## src/rtl/alu_m_execute_unit_if.sv

```systemverilog
// Dispatch, flush and CDB handshake bundle for the RV32M execute unit.
// master = reservation station / CDB side, slave = execute unit.
interface alu_m_execute_unit_if #(
  parameter int ROBSIZE = 8
);
  logic               i_flush;
  logic               i_alu_ex_en;
  logic [2:0]         i_alu_opcode;
  logic [31:0]        i_rs1_value;
  logic [31:0]        i_rs2_value;
  logic [ROBSIZE-1:0] i_rob_addr;
  logic               o_alu_busy;
  logic               o_cdb_req;
  logic               i_cdb_gnt;
  logic [ROBSIZE-1:0] o_cdb_rob_addr;
  logic [31:0]        o_cdb_data;

  modport master (
    output i_flush, i_alu_ex_en, i_alu_opcode,
    output i_rs1_value, i_rs2_value, i_rob_addr,
    output i_cdb_gnt,
    input  o_alu_busy, o_cdb_req,
    input  o_cdb_rob_addr, o_cdb_data
  );

  modport slave (
    input  i_flush, i_alu_ex_en, i_alu_opcode,
    input  i_rs1_value, i_rs2_value, i_rob_addr,
    input  i_cdb_gnt,
    output o_alu_busy, o_cdb_req,
    output o_cdb_rob_addr, o_cdb_data
  );
endinterface

```

## src/rtl/alu_m_execute_unit.sv

```systemverilog
// RV32M execute unit: iterative shift-add multiply, restoring divide.
// Define ALU_M_FAST_MUL_EN for a single-cycle 33x33 signed multiplier.
module alu_m_execute_unit #(
  parameter int ROBSIZE = 8
) (
  input logic               clk,
  input logic               rstn,
  alu_m_execute_unit_if.slave bus
);

`ifdef ALU_M_FAST_MUL_EN
  typedef enum logic [1:0] {IDLE, DIV, DONE} state_t;
`else
  typedef enum logic [1:0] {IDLE, MUL, DIV, DONE} state_t;
`endif

  state_t             state_q, state_d;
  logic [4:0]         cnt_q, cnt_d;
  logic [1:0]         op_q, op_d;
  logic [63:0]        acc_q, acc_d;
  logic [31:0]        opb_q, opb_d;
  logic               neg_q, neg_d;
  logic               rneg_q, rneg_d;
  logic [31:0]        data_q, data_d;
  logic [ROBSIZE-1:0] tag_q, tag_d;

  logic        is_div;
  logic        sgn1, sgn2;
  logic [31:0] mag1, mag2;
  logic        div_zero, div_ovf;
  logic [32:0] diff;
  logic [63:0] dstep;
  logic [31:0] quo, rem;

  // operand signedness, magnitudes and special-case detection
  always_comb begin
    is_div = bus.i_alu_opcode[2];
    if (is_div) begin
      sgn1 = bus.i_rs1_value[31] & ~bus.i_alu_opcode[0];
      sgn2 = bus.i_rs2_value[31] & ~bus.i_alu_opcode[0];
    end else begin
      sgn1 = bus.i_rs1_value[31] & (bus.i_alu_opcode[1:0] != 2'b11);
      sgn2 = bus.i_rs2_value[31] & ~bus.i_alu_opcode[1];
    end
    mag1 = sgn1 ? -bus.i_rs1_value : bus.i_rs1_value;
    mag2 = sgn2 ? -bus.i_rs2_value : bus.i_rs2_value;
    div_zero = (bus.i_rs2_value == 32'h0);
    div_ovf  = ~bus.i_alu_opcode[0]
             & (bus.i_rs1_value == 32'h8000_0000)
             & (bus.i_rs2_value == 32'hFFFF_FFFF);
  end

  // one restoring-division step on acc = {rem, quo}
  always_comb begin
    diff = {acc_q[63:32], acc_q[31]} - {1'b0, opb_q};
    if (!diff[32]) dstep = {diff[31:0], acc_q[30:0], 1'b1};
    else           dstep = {acc_q[62:0], 1'b0};
    rem = rneg_q ? -dstep[63:32] : dstep[63:32];
    quo = neg_q  ? -dstep[31:0]  : dstep[31:0];
  end

`ifdef ALU_M_FAST_MUL_EN
  logic signed [32:0] fa, fb;
  logic signed [65:0] fprod;
  logic               unused_fast;

  // single-cycle signed multiply on sign/zero-extended operands
  always_comb begin
    fa = {sgn1, bus.i_rs1_value};
    fb = {sgn2, bus.i_rs2_value};
    fprod = fa * fb;
    unused_fast = ^{fprod[65:64], op_q[0]};
  end
`else
  logic [32:0] sum;
  logic [63:0] mstep;
  logic [63:0] prod;

  // one shift-add step on acc = {partial, multiplier}
  always_comb begin
    sum = {1'b0, acc_q[63:32]} + {1'b0, opb_q};
    if (acc_q[0]) mstep = {sum, acc_q[31:1]};
    else          mstep = {1'b0, acc_q[63:1]};
    prod = neg_q ? -mstep : mstep;
  end
`endif

  // next-state and datapath update, flush wins over everything
  always_comb begin
    state_d = state_q;
    cnt_d   = cnt_q;
    op_d    = op_q;
    acc_d   = acc_q;
    opb_d   = opb_q;
    neg_d   = neg_q;
    rneg_d  = rneg_q;
    data_d  = data_q;
    tag_d   = tag_q;
    if (bus.i_flush) begin
      state_d = IDLE;
    end else begin
      unique case (state_q)
        IDLE: begin
          if (bus.i_alu_ex_en) begin
            op_d   = bus.i_alu_opcode[1:0];
            tag_d  = bus.i_rob_addr;
            cnt_d  = 5'd0;
            neg_d  = sgn1 ^ sgn2;
            rneg_d = sgn1;
            if (is_div) begin
              if (div_zero) begin
                data_d  = bus.i_alu_opcode[1] ? bus.i_rs1_value : 32'hFFFF_FFFF;
                state_d = DONE;
              end else if (div_ovf) begin
                data_d  = bus.i_alu_opcode[1] ? 32'h0 : 32'h8000_0000;
                state_d = DONE;
              end else begin
                acc_d   = {32'h0, mag1};
                opb_d   = mag2;
                state_d = DIV;
              end
            end else begin
`ifdef ALU_M_FAST_MUL_EN
              data_d  = (bus.i_alu_opcode[1:0] == 2'b00) ? fprod[31:0] : fprod[63:32];
              state_d = DONE;
`else
              acc_d   = {32'h0, mag2};
              opb_d   = mag1;
              state_d = MUL;
`endif
            end
          end
        end
`ifndef ALU_M_FAST_MUL_EN
        MUL: begin
          acc_d = mstep;
          cnt_d = cnt_q + 5'd1;
          if (cnt_q == 5'd31) begin
            data_d  = (op_q == 2'b00) ? prod[31:0] : prod[63:32];
            state_d = DONE;
          end
        end
`endif
        DIV: begin
          acc_d = dstep;
          cnt_d = cnt_q + 5'd1;
          if (cnt_q == 5'd31) begin
            data_d  = op_q[1] ? rem : quo;
            state_d = DONE;
          end
        end
        DONE: begin
          if (bus.i_cdb_gnt) state_d = IDLE;
        end
        default: state_d = IDLE;
      endcase
    end
  end

  // state and datapath registers
  always_ff @(posedge clk or negedge rstn) begin
    if (!rstn) begin
      state_q <= IDLE;
      cnt_q   <= '0;
      op_q    <= '0;
      acc_q   <= '0;
      opb_q   <= '0;
      neg_q   <= 1'b0;
      rneg_q  <= 1'b0;
      data_q  <= '0;
      tag_q   <= '0;
    end else begin
      state_q <= state_d;
      cnt_q   <= cnt_d;
      op_q    <= op_d;
      acc_q   <= acc_d;
      opb_q   <= opb_d;
      neg_q   <= neg_d;
      rneg_q  <= rneg_d;
      data_q  <= data_d;
      tag_q   <= tag_d;
    end
  end

  assign bus.o_alu_busy     = (state_q != IDLE);
  assign bus.o_cdb_req      = (state_q == DONE);
  assign bus.o_cdb_data     = data_q;
  assign bus.o_cdb_rob_addr = tag_q;

endmodule

```

## src/flat_wrapper.sv

```systemverilog
// flat-port wrapper written by rule: the top's interface ports become plain ports
module alu_m_execute_unit_flat 
#(
  parameter int ROBSIZE = 8
)
  (clk, rstn, bus_i_flush, bus_i_alu_ex_en, bus_i_alu_opcode, bus_i_rs1_value, bus_i_rs2_value, bus_i_rob_addr, bus_i_cdb_gnt, bus_o_alu_busy, bus_o_cdb_req, bus_o_cdb_rob_addr, bus_o_cdb_data);
  alu_m_execute_unit_if #(.ROBSIZE(ROBSIZE)) bus_i ();
  input logic clk;
  input logic rstn;
  input wire logic [$bits(bus_i.i_flush)-1:0] bus_i_flush;
  input wire logic [$bits(bus_i.i_alu_ex_en)-1:0] bus_i_alu_ex_en;
  input wire logic [$bits(bus_i.i_alu_opcode)-1:0] bus_i_alu_opcode;
  input wire logic [$bits(bus_i.i_rs1_value)-1:0] bus_i_rs1_value;
  input wire logic [$bits(bus_i.i_rs2_value)-1:0] bus_i_rs2_value;
  input wire logic [$bits(bus_i.i_rob_addr)-1:0] bus_i_rob_addr;
  input wire logic [$bits(bus_i.i_cdb_gnt)-1:0] bus_i_cdb_gnt;
  output wire logic [$bits(bus_i.o_alu_busy)-1:0] bus_o_alu_busy;
  output wire logic [$bits(bus_i.o_cdb_req)-1:0] bus_o_cdb_req;
  output wire logic [$bits(bus_i.o_cdb_rob_addr)-1:0] bus_o_cdb_rob_addr;
  output wire logic [$bits(bus_i.o_cdb_data)-1:0] bus_o_cdb_data;
  assign bus_i.i_flush = bus_i_flush;
  assign bus_i.i_alu_ex_en = bus_i_alu_ex_en;
  assign bus_i.i_alu_opcode = bus_i_alu_opcode;
  assign bus_i.i_rs1_value = bus_i_rs1_value;
  assign bus_i.i_rs2_value = bus_i_rs2_value;
  assign bus_i.i_rob_addr = bus_i_rob_addr;
  assign bus_i.i_cdb_gnt = bus_i_cdb_gnt;
  assign bus_o_alu_busy = bus_i.o_alu_busy;
  assign bus_o_cdb_req = bus_i.o_cdb_req;
  assign bus_o_cdb_rob_addr = bus_i.o_cdb_rob_addr;
  assign bus_o_cdb_data = bus_i.o_cdb_data;
  alu_m_execute_unit #(.ROBSIZE(ROBSIZE)) u_core (.clk(clk), .rstn(rstn), .bus(bus_i));
endmodule
```

## config.mk

```make
export PLATFORM = sky130hd
export DESIGN_NAME = alu_m_execute_unit_flat
export DESIGN_NICKNAME = d
export VERILOG_FILES = /design/src/rtl/alu_m_execute_unit_if.sv /design/src/rtl/alu_m_execute_unit.sv /design/src/flat_wrapper.sv
export SDC_FILE = /design/constraint.sdc
export NUM_CORES = 1
export LEC_CHECK = 0
export ABC_AREA = 1
export CORE_AREA = 2 2 308 219
export DETAILED_ROUTE_END_ITERATION = 8
export DIE_AREA = 0 0 310 221
export PLACE_DENSITY_LB_ADDON = 0.15
export RECOVER_POWER = 100
export SKIP_CTS_REPAIR_TIMING = 1
export SLEW_MARGIN = 0
export SYNTH_ARGS = -nofsm -noshare
export SYNTH_HDL_FRONTEND = slang
export SYNTH_SLANG_ARGS = --single-unit
```

## constraint.sdc

```tcl
create_clock -name clk -period 4.1 [get_ports clk]
set_clock_uncertainty 0.2 [all_clocks]
set_input_delay 1.025 -clock clk [delete_from_list [all_inputs] [get_ports clk]]
set_output_delay 1.025 -clock clk [all_outputs]
set_load 0.005 [all_outputs]
```

==> out/results.ini <==
[synth]
ys_ff_latch=147
synthXorXnorAreaFrac_pct=3.82
async_reset_ff_share_pct=100
synth.cell_area_mm2=0.0195
ys_warn_count=0
synth-simple-area-share_pct=43.0
synthMuxAreaShare_pct=0
synth-edff-count=0
netlist_instances=3529
synth_area_per_cell_um2=5.52
ys_seq_area_share_pct=18.9
syn_nets=3687
synth_fa_ha_area_share_pct=5.09
synth_top_family_by_area=simple AND/OR/NAND/NOR gates
synth_compound_area_share_pct=16.8
synthDistinctLibCells=53
ys.flop_type=dfrtp_1

[clock_network]
cts_root_buffer=clkbuf_16
cts_made_buffers=17
cts_sinks=147
clk_pin_slew_ns=0.07
tritoncts=yes
cts.path.max_buffers=2
clock_latency_ns=0.48
htreeDepth=4

[floorplanning]
rows=79
start_util_pct=29.7
core_area_mm2=0.0656
die_w_um=310
die_h_um=221
dieArea_mm2=0.0685
ioPinCount=122

[drt]
drt_iter0_drc=3486
dr_total_vias=25400
totalWireLength_um=108000
drc=0
routedWlPerCell_um=22.2
ant_nets=0
drt_pass1_iterations=6
routed_via_density=5.22

[critical_path]
start_kind=register
endpoint_kind=register
cp-startpoint=u_core.acc_q[52]$_DFFE_PN0P_
cpPeakStageDelay_ns=0.45
worstSetupPathType=reg2reg
worst-path-buf-inv=2
critPathTopFamily=simple AND/OR/NAND/NOR gates
critical_path_arrival_ns=4.11
cp_cell_sequence=ha_1, nand2_1, nor2_1, nand2_1, nor2_2, nand2_4, nand2_4, nand2_4, buf_4, buf_4, nand3_1, nand2_1, nor2_2, nand2_1, nor2_4, nand3_1, nand2_2, nand2_1, nand2_1, nand3_1, nand2_1, nand2_1, nand2_1, nand2_1
cp.required_ns=4.26
cp_common_cell=nand2_1
slowest_stage=dfrtp_1
r2r_start=u_core.acc_q[52]$_DFFE_PN0P_
path_max_fanout=6

[placed_design]
portBuffers=121
place_hpwl_um=89500
place_area_mm2=0.0245
place.gp.congestion=1.05
dpl_worst_slack_ns=-0.759

[sta]
period_share_pct=96.1
fin_tns_setup_ns=0
tightestPinTransition_ns=2.56
drv_slew=47
fin_crit_ns=3.94
worst_slack_ns=0.159
fmax_ghz=0.254
finalHoldViolations=0
finalSetupViolCount=0
slew_headroom_pct=-70.9

[power_and_ir_drop]
switching_share_pct=57.7
p_clk_share_pct=10.0
power_frac_comb_pct=76.4
power.internal_mw=7.71
ir_drop_uv=554
switchingPower_mw=10.5
power_mw=18.2
power_frac_seq_pct=13.7
pwr_density_cell_mw_per_mm2=717
p_leak_nw=13.6

[global_routing]
grt_pass1_vias=23200
grt_pass1_wl_um=157000
track_usage_pct=31.0
grt-ovfl-total=0
grt_max_degree=79
antenna_found_initial=1

[min_path]
hp-class=reg2reg
hold_start=u_core.bus.o_cdb_rob_addr[1]$_DFFE_PN0P_

[layout]
area_growth_pct=30.6
fin_area_mm2=0.0254
fin_util_pct=38.8
layout.nets=4119
fillers=7421
drive_gt1_share_pct=14.9

[flow_run]
drv_cap=1

[run_status]
violations=capacitance limit, slew limit
outcome=finished with violations

flip-flops by register name (all words and copies together) (netlist names):
name,flops
u_core.cnt_q,5
u_core.bus.o_cdb_rob_addr,8
u_core.op_q,2
u_core.neg_q,1
u_core.acc_q,64
u_core.opb_q,32
u_core.bus.o_cdb_data,32
u_core.state_q,2
u_core.rneg_q,1
final timing paths:
path | to | slack, ns | cells after the start
min in group asynchronous | u_core.acc_q[57]$_DFFE_PN0P_ | 1.36 | 1
min | u_core.bus.o_cdb_rob_addr[1]$_DFFE_PN0P_ | 0.26 | 2
max | u_core.bus.o_cdb_data[23]$_DFFE_PN0P_ | 0.16 | 24
max in group asynchronous | u_core.acc_q[0]$_DFFE_PN0P_ | 0.70 | 2
max reg2reg | u_core.bus.o_cdb_data[23]$_DFFE_PN0P_ | 0.16 | 24
min reg2reg | u_core.bus.o_cdb_rob_addr[1]$_DFFE_PN0P_ | 0.26 | 2
stage by stage:
stage / hold WS, ns / cells
after floorplan: 0.254 / 3529
final: 0.265 / 4866
after CTS: 0.276 / 4861
after detailed placement: 0.261 / 4829
after global routing: 0.282 / 4865
after global placement: 0.255 / 4829
Yosys cell counts (5+ instances only):
| cell type | count | area, um^2 |
|---|---|---|
| a21o_1 | 5 | 37.5 |
| ha_1 | 76 | 951 |
| a31oi_1 | 14 | 87.6 |
| o21a_1 | 6 | 45.0 |
| nor2_1 | 345 | 1290 |
| nor2_2 | 10 | 62.6 |
| o211ai_1 | 47 | 353 |
| nor4_1 | 5 | 31.3 |
| buf_2 | 14 | 70.1 |
| o31ai_1 | 6 | 45.0 |
| clkinv_1 | 8 | 30.0 |
| inv_1 | 479 | 1800 |
| clkbuf_1 | 90 | 338 |
| xnor2_1 | 16 | 140 |
| buf_1 | 17 | 63.8 |
| o21ai_2 | 6 | 52.6 |
| nand2_4 | 6 | 67.6 |
| nand2_2 | 23 | 144 |
| o221ai_1 | 11 | 96.3 |
| dfrtp_1 | 147 | 3680 |
| nand3_1 | 296 | 1480 |
| nand3b_1 | 6 | 45.0 |
| nor3_1 | 43 | 215 |
| nand2_1 | 1232 | 4620 |
| xor2_1 | 69 | 604 |
| a21oi_1 | 152 | 761 |
| o22ai_1 | 68 | 425 |
| o21ai_0 | 201 | 1010 |
| nand4_1 | 44 | 275 |
| inv_2 | 11 | 41.3 |
| a22o_1 | 5 | 43.8 |
| o21ai_1 | 19 | 95.1 |
cell usage in the layout (no fill, tap or decap), drive strengths merged, types with 4 or more instances in the layout:
cell type	count
o21a	6
nand4	44
inv	492
clkdlybuf4s50	76
o31ai	6
o211ai	47
nand3	300
a21oi	156
o22ai	68
o21ai	226
a31oi	14
and2	4
dlygate4sd3	43
xnor2	16
nand3b	6
a22oi	4
o221ai	11
nand2	1261
clkinv	11
bufinv	4
nor3	44
clkbuf	28
nor4	5
xor2	69
dfrtp	147
a21o	5
ha	76
buf	413
o2111ai	4
o21bai	4
nor2	357
a22o	5
and3	4
worst reg2reg max path, cell delays in order, from the launching register on:
cell     delay, ns
dfrtp_1       0.45
ha_1          0.40
nand2_1       0.13
nor2_1        0.23
nand2_1       0.17
nor2_2        0.18
nand2_4       0.10
nand2_4       0.09
nand2_4       0.06
buf_4         0.17
buf_4         0.15
nand3_1       0.06
nand2_1       0.07
nor2_2        0.14
nand2_1       0.11
nor2_4        0.24
nand3_1       0.15
nand2_2       0.17
nand2_1       0.08
nand2_1       0.07
nand3_1       0.15
nand2_1       0.12
nand2_1       0.05
nand2_1       0.05
nand2_1       0.05
cells by family (layout without fill, tap and decap cells):
logic type,Yosys count,in the layout
xor gates and xnor gates,85,85
DFF,147,147
buffers and inverters,626,1071
and+or+nand+nor,2027,2027
other,0,1
adders and majority gates,78,78
AOI/OAI and AO/OA,566,566
area by class of cell:
class | count | area (um^2) | area share [%]
multi-input cells | 2756 | 13700 | 53.9
clock buffers | 20 | 457 | 1.80
well taps | 891 | 1110 | 4.38
inverters | 498 | 1870 | 7.35
clock inverters | 12 | 179 | 0.703
flip-flops and latches | 147 | 3690 | 14.5
diodes | 1 | 2.50 | 0.00984
repair buffers | 541 | 4430 | 17.4
layer usage:
metal / vias up / wire length, um / part of all wire [%] / global-route usage [%]
li1: 12200 / - / - / -
met1: 11900 / 52200 / 48 / 48.3
met2: 1244 / 41000 / 38 / 41.0
met3: 94 / 12900 / 12 / 9.05
met4: 6 / 1730 / 1.6 / 5.55
met5: - / 340 / 0.31 / 3.38
power groups by stage:
| stage | sequential (mW) | clock, mW | combinational, mW |
|---|---|---|---|
| 2_1_floorplan | 2.33 | 0 | 7.27 |
| 5_1_grt | 2.55 | 1.88 | 15.0 |
| 4_1_cts | 2.47 | 1.82 | 13.3 |
| 3_5_place_dp | 2.49 | 0 | 13.3 |
| 6_report | 2.50 | 1.82 | 13.9 |
| 3_3_place_gp | 2.49 | 0 | 13.3 |
Note: power is estimated with default switching activity, not from simulation.
